$ cat src/rtl/carry_select_subtractor_pipe.sv
// Two-stage pipelined subtractor (a - b - bin) built from carry-select blocks.
// Stage 1 ripples the lower half and precomputes both upper-half candidates; stage 2 selects.
module carry_select_subtractor_pipe #(
    parameter int unsigned WIDTH = 16,
    parameter int unsigned BLOCK = 4
) (
    input  logic             clk,
    input  logic             rst,
    input  logic             in_valid,
    output logic             in_ready,
    input  logic [WIDTH-1:0] a,
    input  logic [WIDTH-1:0] b,
    input  logic             bin,
    output logic             out_valid,
    input  logic             out_ready,
    output logic [WIDTH-1:0] diff,
    output logic             bout,
    output logic             ovf,
    output logic             zero
);

    localparam int unsigned HALF = WIDTH / 2;
    localparam int unsigned NBLK = HALF / BLOCK;

    if ((WIDTH % 2) != 0) begin : g_bad_width
        $error("WIDTH must be even");
    end
    if ((HALF % BLOCK) != 0) begin : g_bad_block
        $error("BLOCK must divide WIDTH/2");
    end

    // Subtraction as a + ~b + !bin; the final carry is the inverted borrow.
    logic [WIDTH-1:0] b_inv;
    logic             cin;

    assign b_inv = ~b;
    assign cin   = ~bin;

    // Lower half: plain ripple across blocks.
    logic [HALF-1:0] lo_sum;
    logic [NBLK:0]   lo_c;

    assign lo_c[0] = cin;

    for (genvar i = 0; i < NBLK; i++) begin : g_lo
        logic [BLOCK:0] s;
        assign s = {1'b0, a[i*BLOCK +: BLOCK]} + {1'b0, b_inv[i*BLOCK +: BLOCK]}
                 + {{BLOCK{1'b0}}, lo_c[i]};
        assign lo_sum[i*BLOCK +: BLOCK] = s[BLOCK-1:0];
        assign lo_c[i+1]                = s[BLOCK];
    end

    // Upper half: each block precomputes results for carry-in 0 and 1.
    logic [HALF-1:0] up_sum0;
    logic [HALF-1:0] up_sum1;
    logic [NBLK-1:0] up_c0;
    logic [NBLK-1:0] up_c1;

    for (genvar i = 0; i < NBLK; i++) begin : g_up
        logic [BLOCK:0] s0;
        logic [BLOCK:0] s1;
        assign s0 = {1'b0, a[HALF + i*BLOCK +: BLOCK]} + {1'b0, b_inv[HALF + i*BLOCK +: BLOCK]};
        assign s1 = {1'b0, a[HALF + i*BLOCK +: BLOCK]} + {1'b0, b_inv[HALF + i*BLOCK +: BLOCK]}
                  + {{BLOCK{1'b0}}, 1'b1};
        assign up_sum0[i*BLOCK +: BLOCK] = s0[BLOCK-1:0];
        assign up_sum1[i*BLOCK +: BLOCK] = s1[BLOCK-1:0];
        assign up_c0[i]                  = s0[BLOCK];
        assign up_c1[i]                  = s1[BLOCK];
    end

    // Handshake
    logic s1_valid_q;
    logic out_valid_q;
    logic adv1;
    logic adv2;

    assign adv2     = ~out_valid_q | out_ready;
    assign adv1     = ~s1_valid_q | adv2;
    assign in_ready = adv1 & ~rst;

    // Stage 1 registers
    logic [HALF-1:0] s1_lo_diff_q;
    logic            s1_lo_c_q;
    logic [HALF-1:0] s1_sum0_q;
    logic [HALF-1:0] s1_sum1_q;
    logic [NBLK-1:0] s1_c0_q;
    logic [NBLK-1:0] s1_c1_q;
    logic            s1_a_msb_q;
    logic            s1_b_msb_q;

    always_ff @(posedge clk) begin
        if (rst) begin
            s1_valid_q   <= 1'b0;
            s1_lo_diff_q <= '0;
            s1_lo_c_q    <= 1'b0;
            s1_sum0_q    <= '0;
            s1_sum1_q    <= '0;
            s1_c0_q      <= '0;
            s1_c1_q      <= '0;
            s1_a_msb_q   <= 1'b0;
            s1_b_msb_q   <= 1'b0;
        end else if (adv1) begin
            s1_valid_q <= in_valid;
            if (in_valid) begin
                s1_lo_diff_q <= lo_sum;
                s1_lo_c_q    <= lo_c[NBLK];
                s1_sum0_q    <= up_sum0;
                s1_sum1_q    <= up_sum1;
                s1_c0_q      <= up_c0;
                s1_c1_q      <= up_c1;
                s1_a_msb_q   <= a[WIDTH-1];
                s1_b_msb_q   <= b[WIDTH-1];
            end
        end
    end

    // Stage 2: chain the block selects starting from the registered lower carry.
    logic [HALF-1:0]  up_diff;
    logic             carry;
    logic [WIDTH-1:0] diff_d;
    logic             bout_d;
    logic             ovf_d;
    logic             zero_d;

    always_comb begin
        up_diff = '0;
        carry   = s1_lo_c_q;
        for (int i = 0; i < NBLK; i++) begin
            if (carry) begin
                up_diff[i*BLOCK +: BLOCK] = s1_sum1_q[i*BLOCK +: BLOCK];
                carry                     = s1_c1_q[i];
            end else begin
                up_diff[i*BLOCK +: BLOCK] = s1_sum0_q[i*BLOCK +: BLOCK];
                carry                     = s1_c0_q[i];
            end
        end
        diff_d = {up_diff, s1_lo_diff_q};
        bout_d = ~carry;
        ovf_d  = (s1_a_msb_q ^ s1_b_msb_q) & (diff_d[WIDTH-1] ^ s1_a_msb_q);
        zero_d = ~|diff_d;
    end

    logic [WIDTH-1:0] diff_q;
    logic             bout_q;
    logic             ovf_q;
    logic             zero_q;

    always_ff @(posedge clk) begin
        if (rst) begin
            out_valid_q <= 1'b0;
            diff_q      <= '0;
            bout_q      <= 1'b0;
            ovf_q       <= 1'b0;
            zero_q      <= 1'b0;
        end else if (adv2) begin
            out_valid_q <= s1_valid_q;
            if (s1_valid_q) begin
                diff_q <= diff_d;
                bout_q <= bout_d;
                ovf_q  <= ovf_d;
                zero_q <= zero_d;
            end
        end
    end

    assign out_valid = out_valid_q;
    assign diff      = diff_q;
    assign bout      = bout_q;
    assign ovf       = ovf_q;
    assign zero      = zero_q;

endmodule
$ cat config.mk
export PLATFORM = sky130hd
export DESIGN_NAME = carry_select_subtractor_pipe
export DESIGN_NICKNAME = d
export VERILOG_FILES = /design/src/rtl/carry_select_subtractor_pipe.sv
export SDC_FILE = /design/constraint.sdc
export NUM_CORES = 1
export LEC_CHECK = 0
export CAP_MARGIN = 20
export CORE_ASPECT_RATIO = 0.5
export CORE_MARGIN = 2
export CORE_UTILIZATION = 55
export DETAILED_ROUTE_END_ITERATION = 10
export PLACE_DENSITY = 0.82
export SYNTH_ARGS = -nofsm -noshare
export SYNTH_HDL_FRONTEND = slang
export SYNTH_SLANG_ARGS = --single-unit
$ cat constraint.sdc
create_clock -name clk -period 9.4 [get_ports clk]
set_input_delay 2.82 -clock clk [delete_from_list [all_inputs] [get_ports clk]]
set_output_delay 2.82 -clock clk [all_outputs]
set_load 0.01 [all_outputs]
==> results of run 1 <==
==> synthesized netlist by cell type, types with 2 or more instances <==
master and instances:
mux2i_1 8, o211a_1 2, nor4_1 2, or4_1 3, o21a_1 4, nor2b_1 6
xnor2_1 4, xor2_1 2, nand2_1 48, o21ai_0 4, clkbuf_1 10, nor2_1 22
ha_1 16, a21o_1 3, or3_1 2, or2_2 6, nor3_1 5, nor3b_1 3
and3_1 2, nand3_1 8, dfxtp_1 52, a21oi_1 33, a211oi_1 17, o41ai_1 2
fa_1 6, inv_1 31, buf_1 2, a2111oi_0 5, xnor3_1 2, nand3b_1 2
o2111ai_1 4
==> cell families after synthesis <==
group | synth area share
xor+xnor | 0.0351
fa+ha+maj | 0.115
simple gates | 0.191
compound gates | 0.184
mux | 0.0369
flops | 0.375
buf+inv | 0.0635
==> per-stage QoR <==
step | hold WS [ns] | power, mW | instance area (um^2) | utilization
5_1_grt | 0.474 | 0.533 | 3500 | 0.716
3_5_place_dp | 0.447 | 0.381 | 3410 | 0.697
3_3_place_gp | 0.441 | 0.376 | 3410 | 0.697
6_report | 0.460 | 0.505 | 3500 | 0.716
4_1_cts | 0.460 | 0.507 | 3500 | 0.716
2_1_floorplan | 0.432 | 0.334 | 2780 | -
==> registers in the layout, summed over array words and instances (netlist names), 2 cells and up <==
signal,flops
diff,16
s1_c1_q,2
s1_sum1_q,8
s1_c0_q,2
s1_sum0_q,8
s1_lo_diff_q,8
==> routing by layer <==
metal  track usage  vias up
li1              -     1245
met1         0.290     1120
met2         0.410       64
met3        0.0512        6
met4        0.0586        0
met5             0        -
==> cell type report <==
cell class	count	area, um^2	share of cell area
Multi-Input combinational cell	229	1570	0.448
Sequential cell	52	1040	0.298
Timing Repair Buffer	60	593	0.170
Inverter	32	120	0.0343
Tap cell	70	87.6	0.0250
Clock buffer	5	68.8	0.0197
Clock inverter	3	21.3	0.00608
==> how the worst max path moves through the flow <==
stage | start | depth (start not counted) | endpoint | slack [ns]
after global placement | rst | 4 | in_ready | 2.30
final | rst | 4 | in_ready | 2.30
after global routing | rst | 4 | in_ready | 2.24
after CTS | rst | 4 | in_ready | 2.30
after detailed placement | rst | 4 | in_ready | 2.30
after floorplan | rst | 3 | in_ready | 3.10
==> power groups by stage <==
stage | combinational, mW | clock, mW | sequential [mW]
CTS | 0.127 | 0.130 | 0.251
global placement | 0.121 | 0 | 0.255
detailed placement | 0.125 | 0 | 0.256
floorplan | 0.0799 | 0 | 0.254
global route | 0.140 | 0.139 | 0.253
finish | 0.126 | 0.128 | 0.251
==> critical path, stage by stage <==
cell and delay (ns):
clkdlybuf4s50_1 0.45, buf_4 0.42, a21oi_1 0.08, clkdlybuf4s50_1 0.50
==> results.md, run 1 <==
- First-pass GRT wire length: 10,100 um
- Met2 routed WL: 3000 um
- Hold Path Class: register to register
- DP Wirelength: 4780 um
- Worst Path Required: 6.58 ns
- Synth area leader: dfxtp_1
- Core box area: 0.00489 mm^2
- # IOs: 58
- Nets: 439
- Clk pwr share: 0.253
- H-tree levels: 2
- Met1 wire length: 2800 um
- Setup TNS: 0 ns
- Share of layout cells above drive strength 1: 0.0551
- Largest net degree at the start of global routing: 52
- Relative slew slack: 0.476
- Final Skew: 0.0105 ns
- Leakage power: 1.45 nW
- Hold Vio Cnt, Final: 0
- Critical Path Source Type: input port
- Finished Layout Cells: 451
- #FFs+latches synth: 52
- Port bufs: 57
- Post-synth EDFFs: 0
- CTS tree: done
- Root Buffer: clkbuf_8
- Met3 WL post-DR: 393 um
- Grt total ovfl: 0
- Worst R2R Setup Slack: 7.35 ns
- FF-to-FF path depth: 4
- Highest Clock Rate: 141 MHz
- DRC: 0
- Final WS setup: 2.30 ns
- Synthesized area per cell: 8.52 um^2
- Worst r2r src: s1_lo_c_q$_SDFFE_PP0P_
- Switching share of power: 0.297
- Actual slew at the worst max-slew pin: 0.785 ns
- Max Used Layer: met4
- Max-slew violation count: 0
- Max-cap violations: 0
- ANT nets after route: 0
- Min cycle time layout: 7.10 ns
- Vias in the first global route: 2,203
- Final-layout fill cell count: 408
- Crit path max fanout: 51
- # clock sinks: 52
- P_sw: 150 uW
- Int Pwr: 356 uW
- WL/cell: 13.8 um
- Most frequent cells in the layout: clkdlybuf4s50_1, dfxtp_1, nand2_1
- Worst setup path class: input port to output pin
- Initial core utilization: 0.569
- FF-to-FF End: zero$_SDFFE_PP0P_
- Arr. time, crit path: 4.28 ns
- Worst-path clk slew: 0.09 ns
- Diodes inserted: 0
- Placed insts: 443
- Yosys Warn Count: 0
- Top-area cell type share of the netlist area: 0.375
- PD cells: 145 mW/mm^2
- Async set-or-reset flop fraction in the synthesized netlist: 0
- Placer Congestion: 0.847
- Final Setup Violations: 0
- Crit end category: output pin
- Worst Hold End: diff[5]$_SDFFE_PP0P_
- Post-CTS setup buffer count: 0
- DR pass1 iterations: 4
- DRT iter0 DRCs: 113
- Syn_nets: 385
- Die H: 54.3 um
- Syn Std Cell Area: 0.00278 mm^2
- Initial antenna violation count: 0
- Worst skew pair latency: 0.31 ns
- Comb power frac: 0.250
- Worst-case vdd ir drop: 0.0710 mV
- PostCTS Resize Cnt: 0
- Syn Inst Count: 326
- Hold depth: 2
- GRT Total Usage: 0.228
- Vias: 2,435
- Hold Startpoint: diff[5]$_SDFFE_PP0P_
- Area grow syn2layout: 25.8%
- Post-synth cell types: 41
- Sequential fraction of design power: 0.497
- Pre-CTS setup slack: 2.30 ns
- Status: finished, final reports clean
- RSZ-0062 raised after global routing: false
- Bufs on Longest Clock Path: 2
- Most common cell after layout, fill and taps aside: clkdlybuf4s50_1
- Hold Buf Count CTS: 0
- Std cell rows: 18
- Inserted Clock Buffers: 5
- Sequential cell area fraction in the yosys report: 0.375
- WL final: 6240 um
- Die Area: 0.00567 mm^2
- Final Cycle Share: 0.755
- Via density: 5.40
- Top_reg_cell synth: dfxtp_1
- Die width: 105 um
- Top cells by area, synth: dfxtp_1, ha_1, nand2_1
No activity file was read; power rests on OpenSTA's default activity.
==> run 2, diff against run 1 <==
Settings changed: CORE_UTILIZATION 55 to 51, PLACE_DENSITY 0.82 to 0.77.
Clock period 9.4 ns to 6.92 ns, I/O delays scaled along.
==> results.md, run 2 (same netlist as run 1, synthesis figures left out) <==
- Status: finished, final reports clean
- CP top delay family: buffers and inverters
- Max-slew violation count: 0
- Area grow syn2layout: 26.5%
- Crit path buffers/inverters: 2
- Final-layout fill cell count: 431
- Actual slew at the worst max-slew pin: 0.887 ns
- Max FFs per register: 16
- Cell mode on critical path: clkdlybuf4s50_1
- Worst Path Required: 4.84 ns
- H-tree levels: 2
- Pre-CTS setup slack: 1.45 ns
- Std cell rows: 18
- Final WS setup: 1.44 ns
- # IOs: 58
- Port bufs: 57
- DR pass1 iterations: 4
- ANT nets after route: 0
- Worst-path clk slew: 0.09 ns
- DP Wirelength: 4800 um
- Die Area: 0.00609 mm^2
- Crit path max fanout: 4
- Grt total ovfl: 0
- Most common cell after layout, fill and taps aside: clkdlybuf4s50_1
- CTS tree: done
- Largest net degree at the start of global routing: 51
- Root Buffer: clkbuf_8
- Via density: 5.51
- Critical-path top delay cell: clkdlybuf4s50_1
- Setup TNS: 0 ns
- Placer Congestion: 0.835
- Leakage power: 1.47 nW
- Initial core utilization: 0.546
- Relative slew slack: 0.393
- Vias: 2,483
- Initial antenna violation count: 0
- WL/cell: 14.1 um
- Core box area: 0.00509 mm^2
- Min cycle time layout: 5.48 ns
- Nets: 439
- Bufs on Longest Clock Path: 2
- DRC: 0
- PostCTS Resize Cnt: 0
- Die H: 56.2 um
- Most frequent cells in the layout: clkdlybuf4s50_1, dfxtp_1, nand2_1
- Worst setup path class: input port to output pin
- Placed insts: 443
- Final Cycle Share: 0.791
- Vias in the first global route: 2,212
- PD cells: 203 mW/mm^2
- Hold Path Class: register to register
- Finished Layout Cells: 451
- Max-cap violations: 0
- WL final: 6360 um
- Worst R2R Setup Slack: 4.89 ns
- Diodes inserted: 0
- Final Setup Violations: 0
- Share of layout cells above drive strength 1: 0.0525
- Critical-path cell list: clkdlybuf4s50_1 > nor2b_1 > a21oi_1 > clkdlybuf4s50_1
- Highest Clock Rate: 183 MHz
- Die width: 108 um
- Arr. time, crit path: 3.40 ns
- Hold Buf Count CTS: 0
- DRT iter0 DRCs: 165
- Hold Vio Cnt, Final: 0
- RSZ-0062 raised after global routing: false
- Critical Path Source Type: input port
- Crit end category: output pin
- First-pass GRT wire length: 10,300 um
- Worst-case vdd ir drop: 0.149 mV
- Worst skew pair latency: 0.30 ns
- GRT Total Usage: 0.214
- Inserted Clock Buffers: 5
- Post-CTS setup buffer count: 0
- Max incr delay on CP: 0.49 ns
- # clock sinks: 52
- Final Skew: 0.00355 ns
run 2: worst min-delay path: stages, from the launching register on:
cell and delay (ns):
dfxtp_1 0.32, nand2_1 0.05, a21oi_1 0.05
run 2: cell type report:
cell class | count | area (um^2) | area share
clock inverters | 2 | 35.0 | 0.00997
multi-input cells | 229 | 1570 | 0.445
flip-flops and latches | 52 | 1040 | 0.296
inverters | 32 | 120 | 0.0342
repair buffers | 60 | 593 | 0.169
well taps | 70 | 87.6 | 0.0249
clock buffers | 6 | 72.6 | 0.0206
run 2: where the power goes:
group	leakage [nW]	switching [mW]	internal [mW]
sequential	0.428	0.0190	0.323
combinational	0.982	0.0823	0.0878
clock	0.0552	0.0935	0.107
total	1.47	0.195	0.518
run 2: per-stage QoR:
stage | util | instance area, um^2 | power [mW] | hold slack [ns]
detailed placement | 0.669 | 3410 | 0.517 | 0.446
global placement | 0.669 | 3410 | 0.511 | 0.443
floorplan | - | 2780 | 0.453 | 0.432
CTS | 0.691 | 3510 | 0.716 | 0.458
global route | 0.691 | 3510 | 0.751 | 0.473
finish | 0.691 | 3510 | 0.713 | 0.458
run 2: final timing paths:
| path | from | endpoint | depth (start not counted) |
|---|---|---|---|
| worst max-delay path | out_ready | in_ready | 4 |
| worst min-delay path | diff[1]$_SDFFE_PP0P_ | diff[1]$_SDFFE_PP0P_ | 2 |
| worst max register to register | s1_lo_c_q$_SDFFE_PP0P_ | zero$_SDFFE_PP0P_ | 4 |
| worst min register to register | diff[1]$_SDFFE_PP0P_ | diff[1]$_SDFFE_PP0P_ | 2 |
run 2: per-layer routing:
layer / vias to the layer above / routed length [um] / part of all wire / track usage
met5: - / 0 / 0 / 0
met4: 0 / 31 / 0.0049 / 0.0476
met3: 4 / 393 / 0.062 / 0.0363
met2: 75 / 2930 / 0.46 / 0.352
met1: 1165 / 3010 / 0.47 / 0.296
li1: 1239 / - / - / -
==> run 3, diff against run 2 <==
Settings changed: CORE_UTILIZATION 51 to 46, PLACE_DENSITY 0.77 to 0.73.
Clock period 6.92 ns to 4.5 ns, I/O delays scaled along.
==> results.md, run 3 (same netlist as run 1, synthesis figures left out) <==
- Status: finished, final reports clean
- Core box area: 0.00566 mm^2
- Actual slew at the worst max-slew pin: 0.961 ns
- Fin area: 0.00356 mm^2
- Crit end category: register
- Worst setup path endpoint: s1_lo_c_q$_SDFFE_PP0P_
- Leakage power: 1.48 nW
- # clock sinks: 52
- Std cell rows: 19
- Root Buffer: clkbuf_16
- DR pass1 iterations: 5
- DP Area: 0.00341 mm^2
- Cell mode on critical path: fa_1
- Die H: 59.0 um
- Placer Congestion: 0.857
- Relative slew slack: 0.360
- Final Skew: 0.00338 ns
- First-pass GRT wire length: 10,000 um
- Bufs on Longest Clock Path: 2
- Most common cell after layout, fill and taps aside: clkdlybuf4s50_1
- GRT Total Usage: 0.192
- H-tree levels: 2
- Worst setup path class: input port to register
- Worst Path Required: 4.73 ns
- Nets: 439
- Initial core utilization: 0.491
- Critical-path cell list: clkdlybuf4s50_1 > inv_1 > fa_1 > fa_1 > inv_1 > a21o_1 > a21oi_1 > fa_1 > fa_1 > nor2b_1 > o21ai_0 > nand2_1 > o221a_2
- PostCTS Resize Cnt: 0
- Max-slew violation count: 0
- Design Power: 1.17 mW
- WL/cell: 13.4 um
- Die Area: 0.00672 mm^2
- Max incr delay on CP: 0.46 ns
- Switching share of power: 0.279
- Initial antenna violation count: 0
- RSZ-0062 raised after global routing: false
- Worst-case vdd ir drop: 0.195 mV
- Most frequent cells in the layout: clkdlybuf4s50_1, dfxtp_1, nand2_1
- Final-layout fill cell count: 487
- Worst r2r src: s1_lo_c_q$_SDFFE_PP0P_
- Critical Path Source Type: input port
- Area of the multi-input gates: 0.00157 mm^2
- Min cycle time layout: 4.10 ns
- Clk pwr share: 0.328
- Worst-path clk slew: 0.07 ns
- FF-to-FF path depth: 4
- PD cells: 328 mW/mm^2
- Via density: 5.29
- Register Area: 0.00104 mm^2
- Port bufs: 57
- Crit path max fanout: 2
- Hold Buf Count CTS: 0
- Sequential fraction of design power: 0.450
- FF-to-FF End: zero$_SDFFE_PP0P_
- Grt total ovfl: 0
- Inserted Clock Buffers: 5
- Comb power frac: 0.223
- Worst R2R Setup Slack: 2.53 ns
- Area grow syn2layout: 28.1%
- WL final: 6100 um
- Hold Vio Cnt, Final: 0
- Die width: 114 um
- Int Pwr: 842 uW
- DP Wirelength: 4760 um
- Share of layout cells above drive strength 1: 0.0551
- Crit path from: a[0]
- DRC: 0
- Arr. time, crit path: 4.33 ns
- Post-CTS setup buffer count: 0
- Largest net degree at the start of global routing: 51
- # IOs: 58
- P_sw: 326 uW
- Critical-path top delay cell: fa_1
- Highest Clock Rate: 244 MHz
- DRT iter0 DRCs: 107
- Max FFs per register: 16
- Worst skew pair latency: 0.29 ns
- Max-cap violations: 0
- CTS tree: done
- ANT nets after route: 0
- Final Cycle Share: 0.911
- Diodes inserted: 0
- Setup TNS: 0 ns
- Hold Path Class: register to register
- Vias: 2,402
- Vias in the first global route: 2,111
- Hold WS: 0.453 ns
- Final Setup Violations: 0
run 3: area by class of cell:
type	instances	area share
inverter	32	0.0337
timing repair buffer	60	0.167
clock buffer	5	0.0351
multi-input combinational	229	0.440
clock inverter	3	0.00703
sequential	52	0.292
tap	73	0.0257
run 3: stage by stage:
step	util	setup WS, ns	cells
6_report	0.629	0.403	454
4_1_cts	0.629	0.415	454
3_5_place_dp	0.603	0.137	446
5_1_grt	0.629	0.237	454
2_1_floorplan	-	0.795	326
3_3_place_gp	0.603	0.226	446
run 3: worst min path at each step:
stage / depth (start not counted) / startpoint / to
floorplan: 2 / s1_sum0_q[3]$_SDFFE_PP0P_ / s1_sum0_q[3]$_SDFFE_PP0P_
CTS: 2 / diff[1]$_SDFFE_PP0P_ / diff[1]$_SDFFE_PP0P_
detailed placement: 2 / diff[1]$_SDFFE_PP0P_ / diff[1]$_SDFFE_PP0P_
global route: 2 / diff[1]$_SDFFE_PP0P_ / diff[1]$_SDFFE_PP0P_
global placement: 2 / diff[0]$_SDFFE_PP0P_ / diff[0]$_SDFFE_PP0P_
finish: 2 / diff[1]$_SDFFE_PP0P_ / diff[1]$_SDFFE_PP0P_
run 3: layer usage:
metal,track usage,wire [um],vias to the layer above,part of all wire
met5,0,0,-,0
met4,0.0505,55,0,0.0090
met3,0.0360,307,5,0.050
met2,0.282,2550,54,0.42
met1,0.290,3190,1105,0.52
li1,-,-,1238,-
run 3: critical path, delay by kind of cell:
| kind | cells | cell delay (ns) |
|---|---|---|
| fa+ha+maj | 4 | 1.72 |
| simple gates | 2 | 0.20 |
| buf+inv | 3 | 0.57 |
| compound gates | 4 | 0.50 |
run 3: power by group through the flow:
stage / logic, mW / registers [mW] / clock network (mW)
5_1_grt: 0.291 / 0.530 / 0.414
6_report: 0.260 / 0.525 / 0.383
3_3_place_gp: 0.251 / 0.534 / 0
4_1_cts: 0.260 / 0.525 / 0.391
3_5_place_dp: 0.259 / 0.536 / 0
2_1_floorplan: 0.167 / 0.530 / 0
